[src/rtl/rs_chien_stream.sv]
// ---------------------------------------------------------------------------
// gf_pkg / rs_chien_stream
//
// gf_pkg: GF(2^8) arithmetic (primitive polynomial x^8+x^4+x^3+x^2+1).
//
// rs_chien_stream: handshaked Chien search. One error-locator polynomial is
// accepted, evaluated at alpha^-j for every codeword position j in
// 0..N_LEN-1 (ROOTS_PER_CYCLE positions per clock), and the roots are
// returned packed in ascending order together with a mask, a count and a
// locator-consistency flag.
//
// Ports:
//   aclk                  clock
//   areset                synchronous active-high reset
//   error_locator         Lambda coefficients, index k multiplies x^k
//   error_locator_vld     locator valid
//   error_locator_rdy     block idle and able to accept a locator
//   error_positions       packed error positions j, slot 0 = smallest
//   error_positions_mask  bit k set when slot k holds a position
//   error_cnt             number of roots found (saturates at T_LEN)
//   error_positions_vld   result valid, outputs held until accepted
//   error_positions_rdy   downstream accepts result
//   rs_chien_err          locator inconsistent, qualified by _vld
// ---------------------------------------------------------------------------

package gf_pkg;
    localparam int                  SYMB_WIDTH = 8;
    localparam int                  GF_ORDER   = 255;
    localparam logic [SYMB_WIDTH:0] GF_POLY    = 9'h11D;

    function automatic logic [SYMB_WIDTH-1:0] gf_mul_alpha(input logic [SYMB_WIDTH-1:0] a);
        logic [SYMB_WIDTH-1:0] s;
        s = {a[SYMB_WIDTH-2:0], 1'b0};
        if (a[SYMB_WIDTH-1]) begin
            s = s ^ GF_POLY[SYMB_WIDTH-1:0];
        end
        return s;
    endfunction

    function automatic logic [SYMB_WIDTH-1:0] gf_mul(input logic [SYMB_WIDTH-1:0] a,
                                                     input logic [SYMB_WIDTH-1:0] b);
        logic [SYMB_WIDTH-1:0] p;
        logic [SYMB_WIDTH-1:0] aa;
        p  = '0;
        aa = a;
        for (int i = 0; i < SYMB_WIDTH; i++) begin
            if (b[i]) begin
                p = p ^ aa;
            end
            aa = gf_mul_alpha(aa);
        end
        return p;
    endfunction

    // alpha^e for any integer e (negative exponents wrap modulo the field order)
    function automatic logic [SYMB_WIDTH-1:0] gf_alpha_pow(input int e);
        int                    ee;
        logic [SYMB_WIDTH-1:0] p;
        ee = e % GF_ORDER;
        if (ee < 0) begin
            ee = ee + GF_ORDER;
        end
        p = 1;
        for (int i = 0; i < ee; i++) begin
            p = gf_mul_alpha(p);
        end
        return p;
    endfunction
endpackage

// State table
//   state  | meaning
//   IDLE   | ready for a locator; accept registers it and clears the result
//   SEARCH | evaluate ROOTS_PER_CYCLE positions per cycle, collect prior hits
//   FLUSH  | collect the final registered hits, capture locator degree
//   DONE   | result valid and held until downstream handshake
module rs_chien_stream
    import gf_pkg::*;
#(
    parameter int T_LEN           = 8,
    parameter int ROOTS_PER_CYCLE = 16,
    parameter int N_LEN           = 255,
    parameter int CNT_W           = $clog2(T_LEN + 1)
) (
    input  logic                                aclk,
    input  logic                                areset,
    input  logic [T_LEN:0][SYMB_WIDTH-1:0]      error_locator,
    input  logic                                error_locator_vld,
    output logic                                error_locator_rdy,
    output logic [T_LEN-1:0][SYMB_WIDTH-1:0]    error_positions,
    output logic [T_LEN-1:0]                    error_positions_mask,
    output logic [CNT_W-1:0]                    error_cnt,
    output logic                                error_positions_vld,
    input  logic                                error_positions_rdy,
    output logic                                rs_chien_err
);

    localparam int CYCLES = (N_LEN + ROOTS_PER_CYCLE - 1) / ROOTS_PER_CYCLE;
    localparam int C_W    = (CYCLES > 1) ? $clog2(CYCLES) : 1;
    localparam int J_W    = $clog2(N_LEN + ROOTS_PER_CYCLE);

    localparam logic [C_W-1:0]   C_LAST  = C_W'(CYCLES - 1);
    localparam logic [CNT_W-1:0] CNT_MAX = CNT_W'(T_LEN);

    typedef enum logic [1:0] {
        ST_IDLE   = 2'd0,
        ST_SEARCH = 2'd1,
        ST_FLUSH  = 2'd2,
        ST_DONE   = 2'd3
    } state_t;

    state_t state_q;
    state_t state_n;

    logic [T_LEN:0][SYMB_WIDTH-1:0]   loc_q;
    logic [SYMB_WIDTH-1:0]            term_q    [T_LEN+1];
    logic [SYMB_WIDTH-1:0]            term_next [T_LEN+1];
    logic [SYMB_WIDTH-1:0]            lane_prod [ROOTS_PER_CYCLE][T_LEN+1];
    logic [SYMB_WIDTH-1:0]            lane_acc;
    logic [C_W-1:0]                   c_q;
    logic [J_W-1:0]                   base;
    logic [ROOTS_PER_CYCLE-1:0]       hit;
    logic [ROOTS_PER_CYCLE-1:0]       hits_q;
    logic [J_W-1:0]                   hits_base_q;
    logic                             hits_vld_q;
    logic [T_LEN-1:0][SYMB_WIDTH-1:0] pos_q;
    logic [T_LEN-1:0][SYMB_WIDTH-1:0] pos_n;
    logic [CNT_W-1:0]                 cnt_q;
    logic [CNT_W-1:0]                 cnt_n;
    logic                             ovf_q;
    logic                             ovf_n;
    logic [CNT_W-1:0]                 deg_q;
    logic [CNT_W-1:0]                 deg_n;

    // term_q[k] holds Lambda_k * alpha^(-k*c*ROOTS_PER_CYCLE); lane l adds the
    // constant twiddle alpha^(-k*l) so that lane l sees position c*RPC + l.
    genvar gk, gl;
    generate
        for (gk = 0; gk <= T_LEN; gk++) begin : g_coef
            localparam logic [SYMB_WIDTH-1:0] STEP = gf_alpha_pow(-(gk * ROOTS_PER_CYCLE));
            assign term_next[gk] = gf_mul(term_q[gk], STEP);
            for (gl = 0; gl < ROOTS_PER_CYCLE; gl++) begin : g_lane
                localparam logic [SYMB_WIDTH-1:0] TWIDDLE = gf_alpha_pow(-(gk * gl));
                assign lane_prod[gl][gk] = gf_mul(term_q[gk], TWIDDLE);
            end
        end
    endgenerate

    always_comb begin
        base     = J_W'(c_q) * J_W'(ROOTS_PER_CYCLE);
        hit      = '0;
        lane_acc = '0;
        for (int l = 0; l < ROOTS_PER_CYCLE; l++) begin
            lane_acc = '0;
            for (int k = 0; k <= T_LEN; k++) begin
                lane_acc = lane_acc ^ lane_prod[l][k];
            end
            // lanes past the end of a shortened/partial final cycle never hit
            hit[l] = (lane_acc == '0) && ((base + J_W'(l)) < J_W'(N_LEN));
        end
    end

    // Pack the previous cycle's hits into the next free slots, lower lane first.
    always_comb begin
        pos_n = pos_q;
        cnt_n = cnt_q;
        ovf_n = ovf_q;
        if (hits_vld_q) begin
            for (int l = 0; l < ROOTS_PER_CYCLE; l++) begin
                if (hits_q[l]) begin
                    if (cnt_n < CNT_MAX) begin
                        for (int s = 0; s < T_LEN; s++) begin
                            if (CNT_W'(s) == cnt_n) begin
                                pos_n[s] = SYMB_WIDTH'(hits_base_q + J_W'(l));
                            end
                        end
                        cnt_n = cnt_n + CNT_W'(1);
                    end else begin
                        ovf_n = 1'b1;
                    end
                end
            end
        end
    end

    always_comb begin
        deg_n = '0;
        for (int k = 0; k <= T_LEN; k++) begin
            if (loc_q[k] != '0) begin
                deg_n = CNT_W'(k);
            end
        end
    end

    // FSM: state register
    always_ff @(posedge aclk) begin
        if (areset) begin
            state_q <= ST_IDLE;
        end else begin
            state_q <= state_n;
        end
    end

    // FSM: next state
    always_comb begin
        state_n = state_q;
        case (state_q)
            ST_IDLE:   if (error_locator_vld)   state_n = ST_SEARCH;
            ST_SEARCH: if (c_q == C_LAST)       state_n = ST_FLUSH;
            ST_FLUSH:                           state_n = ST_DONE;
            ST_DONE:   if (error_positions_rdy) state_n = ST_IDLE;
            default:                            state_n = ST_IDLE;
        endcase
    end

    // FSM: outputs
    always_comb begin
        error_locator_rdy   = (state_q == ST_IDLE);
        error_positions_vld = (state_q == ST_DONE);
        rs_chien_err        = (state_q == ST_DONE) &&
                              ((loc_q[0] == '0) || ovf_q || (cnt_q != deg_q));
    end

    always_ff @(posedge aclk) begin
        if (areset) begin
            loc_q       <= '0;
            c_q         <= '0;
            hits_q      <= '0;
            hits_base_q <= '0;
            hits_vld_q  <= 1'b0;
            pos_q       <= '0;
            cnt_q       <= '0;
            ovf_q       <= 1'b0;
            deg_q       <= '0;
            for (int k = 0; k <= T_LEN; k++) begin
                term_q[k] <= '0;
            end
        end else begin
            case (state_q)
                ST_IDLE: begin
                    if (error_locator_vld) begin
                        loc_q      <= error_locator;
                        c_q        <= '0;
                        hits_vld_q <= 1'b0;
                        pos_q      <= '0;
                        cnt_q      <= '0;
                        ovf_q      <= 1'b0;
                        for (int k = 0; k <= T_LEN; k++) begin
                            term_q[k] <= error_locator[k];
                        end
                    end
                end
                ST_SEARCH: begin
                    c_q         <= c_q + C_W'(1);
                    hits_q      <= hit;
                    hits_base_q <= base;
                    hits_vld_q  <= 1'b1;
                    pos_q       <= pos_n;
                    cnt_q       <= cnt_n;
                    ovf_q       <= ovf_n;
                    for (int k = 0; k <= T_LEN; k++) begin
                        term_q[k] <= term_next[k];
                    end
                end
                ST_FLUSH: begin
                    hits_vld_q <= 1'b0;
                    pos_q      <= pos_n;
                    cnt_q      <= cnt_n;
                    ovf_q      <= ovf_n;
                    deg_q      <= deg_n;
                end
                default: begin
                end
            endcase
        end
    end

    assign error_positions = pos_q;
    assign error_cnt       = cnt_q;

    always_comb begin
        for (int k = 0; k < T_LEN; k++) begin
            error_positions_mask[k] = (CNT_W'(k) < cnt_q);
        end
    end

endmodule
[config.mk]
export PLATFORM = sky130hd
export DESIGN_NAME = rs_chien_stream
export DESIGN_NICKNAME = d
export VERILOG_FILES = /design/src/rtl/rs_chien_stream.sv
export SDC_FILE = /design/constraint.sdc
export NUM_CORES = 2
export LEC_CHECK = 0
export BUFFER_PORTS_ARGS = -buffer_cell sky130_fd_sc_hd__buf_2
export CAP_MARGIN = 0
export CORE_ASPECT_RATIO = 1.1
export CORE_MARGIN = 2
export CORE_UTILIZATION = 58
export CTS_CLUSTER_DIAMETER = 60
export DETAILED_ROUTE_END_ITERATION = 7
export PLACE_DENSITY = 0.79
export SLEW_MARGIN = 20
export SYNTH_ARGS = -nofsm -noshare
export SYNTH_HDL_FRONTEND = slang
export SYNTH_SLANG_ARGS = --single-unit
[constraint.sdc]
create_clock -name aclk -period 10.64 [get_ports aclk]
set_input_delay 1.064 -clock aclk [delete_from_list [all_inputs] [get_ports aclk]]
set_output_delay 1.064 -clock aclk [all_outputs]
set_load 0.005 [all_outputs]
==> results of run 1 <==
[kinds of logic after synthesis]
logic type,count (synthesis)
AOI/OAI and AO/OA,607
xor gates and xnor gates,2044
adders and majority gates,28
buffers and inverters,239
DFF,244
muxes,19
and+or+nand+nor,719
[repair_timing]
item	in CTS
hold buffers	0
setup endpoints to repair	2
resized for setup	1
[per-stage QoR]
| stage | instance area [µm²] | std cells |
|---|---|---|
| 2_1_floorplan | 33030 | 3900 |
| 3_3_place_gp | 35990 | 4829 |
| 3_5_place_dp | 36010 | 4829 |
| 4_1_cts | 36930 | 4881 |
[layer usage]
layer / GRT overflow / track usage, %
met5: 2 / 25.00
met3: 12 / 57.79
met1: 2 / 77.39
met2: 286 / 90.74
met4: 160 / 69.29
==> flow_summary.toml, run 1 <==
[grt]
grt_pass1_vias = 36246
grt_use_total_pct = 74.35
grt_max_degree = 75
grt_pass1_wl_um = 314300
grt.overflow.total = 462

[clock_tree]
cts.sinks = 244
clockBufferDepth = 3
cts_made_buffers = 28
clock-root-buffer = "clkbuf_16"
htreeDepth = 1
post_cts_buffers = 0

[synthesis]
synth_common_cells = "1569 x xnor2_1, 466 x xor2_1, 259 x nand2_1"
yosys_warnings = 0
yosysMostFrequentCell = "xnor2_1"
netlist_area_mm2 = 0.03301
synthDominantCellAreaShare_pct = 41.63
synth_compound_area_share_pct = 13.36
yosysTopAreaCell = "xnor2_1"
synth_simple_gate_area_share_pct = 10.51
synth_edf_count = 72
synthMuxAreaShare_pct = 0.6178
syn_nets = 4003
synth-xor-area-share_pct = 54.57
synth_top_family_by_area = "XOR/XNOR gates"
async_flop_share_pct = 0
synth_ff_type = "dfxtp_1"
synth-seq-area-share_pct = 16.98
syn_area_per_cell_um2 = 8.465
ys_seq_elements = 244
synth_area_leaders = "xnor2_1 42%, xor2_1 12%, dfxtp_1 10%, edfxtp_1 6.5%, nand2_1 2.9%"
ys_types = 115
synthCells = 3900
synth_adder_area_share_pct = 1.054

[run_status]
stop_stage = "5_1_grt"
status = "stopped before the end"
firstError = "[ERROR GRT-0116] Global routing finished with congestion. Check the congestion regions in the DRC Viewer."

[floorplanning]
row_count = 91
num_io_pins = 155
fp.dieH_um = 254.2
die-width_um = 231.5
start_util_pct = 58.81

[placed_design]
gp_congestion = 1.318
place_hpwl_um = 147800
io_buffers = 154
dpl_worst_slack_ns = 0.02431
==> run 2: changes to the inputs <==
--- a/config.mk
+++ b/config.mk
@@ -7,12 +7,10 @@
 export LEC_CHECK = 0
 export BUFFER_PORTS_ARGS = -buffer_cell sky130_fd_sc_hd__buf_2
 export CAP_MARGIN = 0
-export CORE_ASPECT_RATIO = 1.1
 export CORE_MARGIN = 2
-export CORE_UTILIZATION = 58
-export CTS_CLUSTER_DIAMETER = 60
+export CORE_UTILIZATION = 40
 export DETAILED_ROUTE_END_ITERATION = 7
-export PLACE_DENSITY = 0.79
+export PLACE_DENSITY_LB_ADDON = 0.15
 export SLEW_MARGIN = 20
 export SYNTH_ARGS = -nofsm -noshare
 export SYNTH_HDL_FRONTEND = slang
==> constraint.sdc (replaced) <==
create_clock -name aclk -period 13.8 [get_ports aclk]
set_input_delay 1.38 -clock aclk [delete_from_list [all_inputs] [get_ports aclk]]
set_output_delay 1.38 -clock aclk [all_outputs]
set_load 0.005 [all_outputs]
==> flow_summary.toml, run 2 <==
[routing]
postRouteAntennaNets = 0
vias = 32316
drt-total-wl_um = 209900
drc = 0
dr.pass1.iters = 6
vias_per_cell = 6.211
drt_iter0_drc = 5331
wire_per_inst_um = 40.34

[final_layout]
layoutNonFillerInstCount = 5203
multi_input_area_mm2 = 0.02701
fillers = 8220
layout_commonest_cell = "xnor2_1"
drive_gt1_share_pct = 13.70
finalCoreUtilization_pct = 45.88
layout.nets = 4212
final_cell_mix = "1528 x xnor2_1, 446 x xor2_1, 257 x nand2_1"
register_area_mm2 = 0.005607
area_growth_pct = 13.75

[sta]
fin_tns_setup_ns = 0
period_minus_slack_ns = 12.90
max_freq_mhz = 77.51
drv_slew = 0
finClkSkew_ns = 0.04064
max_slew_margin_pct = 7.971
worstMarginPinSlew_ns = 1.371
finalCritPeriodShare_pct = 93.49
setup_viol = 0
hold_viol = 0
rsz0062_at_grt = "no"

[clock_tree]
clockBufferDepth = 3
cts.sinks = 244
clock_latency_ns = 0.62
htreeDepth = 1
clock-root-buffer = "clkbuf_16"
postCtsHoldBufs = 0
clk_pin_slew_ns = 0.07
cts_tree = "done"
cts_made_buffers = 29

[placed_design]
gp_congestion = 1.114
place_inst = 5146
io_buffers = 154
place_hpwl_um = 168000

[setup_path]
required_ns = 14.34
worst-endpoint-arrival_ns = 13.44
worstSetupEndpointType = "register"
slowest_delay_ns = 0.63
critPathLaunchType = "register"
cp_slowest_cell = "dfxtp_1"
critical_path_peak_fanout = 12
crit_path_frequent_cell = "ha_1"
path_class = "reg -> reg"

[synthesis]
ys_types = 115
synth_common_cells = "1569 x xnor2_1, 466 x xor2_1, 259 x nand2_1"
yosysMostFrequentCell = "xnor2_1"
synth-seq-area-share_pct = 16.98
synth_edf_count = 72
synthDominantCellAreaShare_pct = 41.63
netlist_area_mm2 = 0.03301
syn_nets = 4003
yosysTopAreaCell = "xnor2_1"
syn_area_per_cell_um2 = 8.465
synth_ff_type = "dfxtp_1"
ys_seq_elements = 244
synthCells = 3900
yosys_warnings = 0
async_flop_share_pct = 0
synth_area_leaders = "xnor2_1 42%, xor2_1 12%, dfxtp_1 10%, edfxtp_1 6.5%, nand2_1 2.9%"

[grt]
grt_pass1_vias = 29742
grt_max_degree = 75
grt_use_total_pct = 48.04
grt.overflow.total = 0
grt_pass1_wl_um = 274700
antenna_found_initial = 5

[worst_hold_path]
hold_path.class = "reg -> reg"

[floorplanning]
row_count = 105
dieArea_mm2 = 0.08484
start_util_pct = 40.33
coreArea_mm2 = 0.08185
fp.dieH_um = 291.3
die-width_um = 291.3
num_io_pins = 155

[run_status]
status = "completed"

[job]
maxCapViolations = 0
-- run 2: cell counts after synthesis --
Identical to the previous run, type by type.
-- run 2: kinds of logic (layout without fill, tap and decap cells) --
logic type | count (synthesis) | count (layout) | synth area share (%)
compound gates | 607 | 607 | 13.36
xor+xnor | 2044 | 2044 | 54.57
fa+ha+maj | 28 | 28 | 1.054
buf+inv | 239 | 471 | 2.911
flops | 244 | 244 | 16.98
mux | 19 | 19 | 0.6178
other cells | 0 | 1 | 0
simple gates | 719 | 719 | 10.51
-- run 2: metal layers --
metal	track usage [%]	share of wire [%]	wire length, µm
met1	63.39	40	84180
met2	62.54	37	76910
met3	23.01	16	33150
met4	27.50	7.4	15590
met5	0	0.015	32
-- run 2: layout make-up --
| type | instances | share of cell area [%] |
|---|---|---|
| well taps | 1070 | 3.565 |
| clock buffers | 33 | 1.972 |
| clock inverters | 21 | 0.6930 |
| diodes | 1 | 0.006664 |
| inverters | 47 | 0.4698 |
| flip-flops and latches | 244 | 14.93 |
| repair buffers | 370 | 6.434 |
| multi-input cells | 3417 | 71.93 |
-- run 2: path summary, 6_finish.rpt --
path              slack, ns                                to                 startpoint  depth (start not counted)
setup / recovery       0.90  error_positions[31]$_SDFFE_PP0P_  error_cnt[1]$_SDFFE_PP0P_                         44
hold reg to reg        0.45             loc_q[8]$_SDFFE_PP0P_      loc_q[8]$_SDFFE_PP0P_                          2
hold / removal         0.45             loc_q[8]$_SDFFE_PP0P_      loc_q[8]$_SDFFE_PP0P_                          2
setup reg to reg       0.90  error_positions[31]$_SDFFE_PP0P_  error_cnt[1]$_SDFFE_PP0P_                         44
-- run 2: critical path: cells and delay by family, from the launching register on --
family                   cells  cell delay [ns]
AND/OR/NAND/NOR             17             4.35
AO/OA/AOI/OAI               14             3.91
adder cells (fa/ha/maj)      9             3.05
flip-flops                   1             0.63
buffers and inverters        3             0.47
multiplexers                 1             0.34
-- run 2: per-stage QoR --
| stage | area (µm²) | setup WS (ns) | hold slack (ns) |
|---|---|---|---|
| finish | 37550 | 0.8987 | 0.4473 |
| detailed placement | 36470 | 1.164 | 0.4383 |
| floorplan | 33010 | 2.871 | 0.4221 |
| global placement | 36430 | 1.530 | 0.4364 |
| global route | 37550 | 0.08824 | 0.4784 |
| CTS | 37470 | 1.108 | 0.4517 |
-- run 2: repair_timing --
action                                  4_1_cts  5_1_grt
gates resized for setup                       0        1
buffers inserted                              0        0
endpoints found under the setup margin        0        4
Power of run 2 is left out: the tool's default activity adds up to more than one toggle a clock period on the data nets, which glitch-free logic cannot reach.
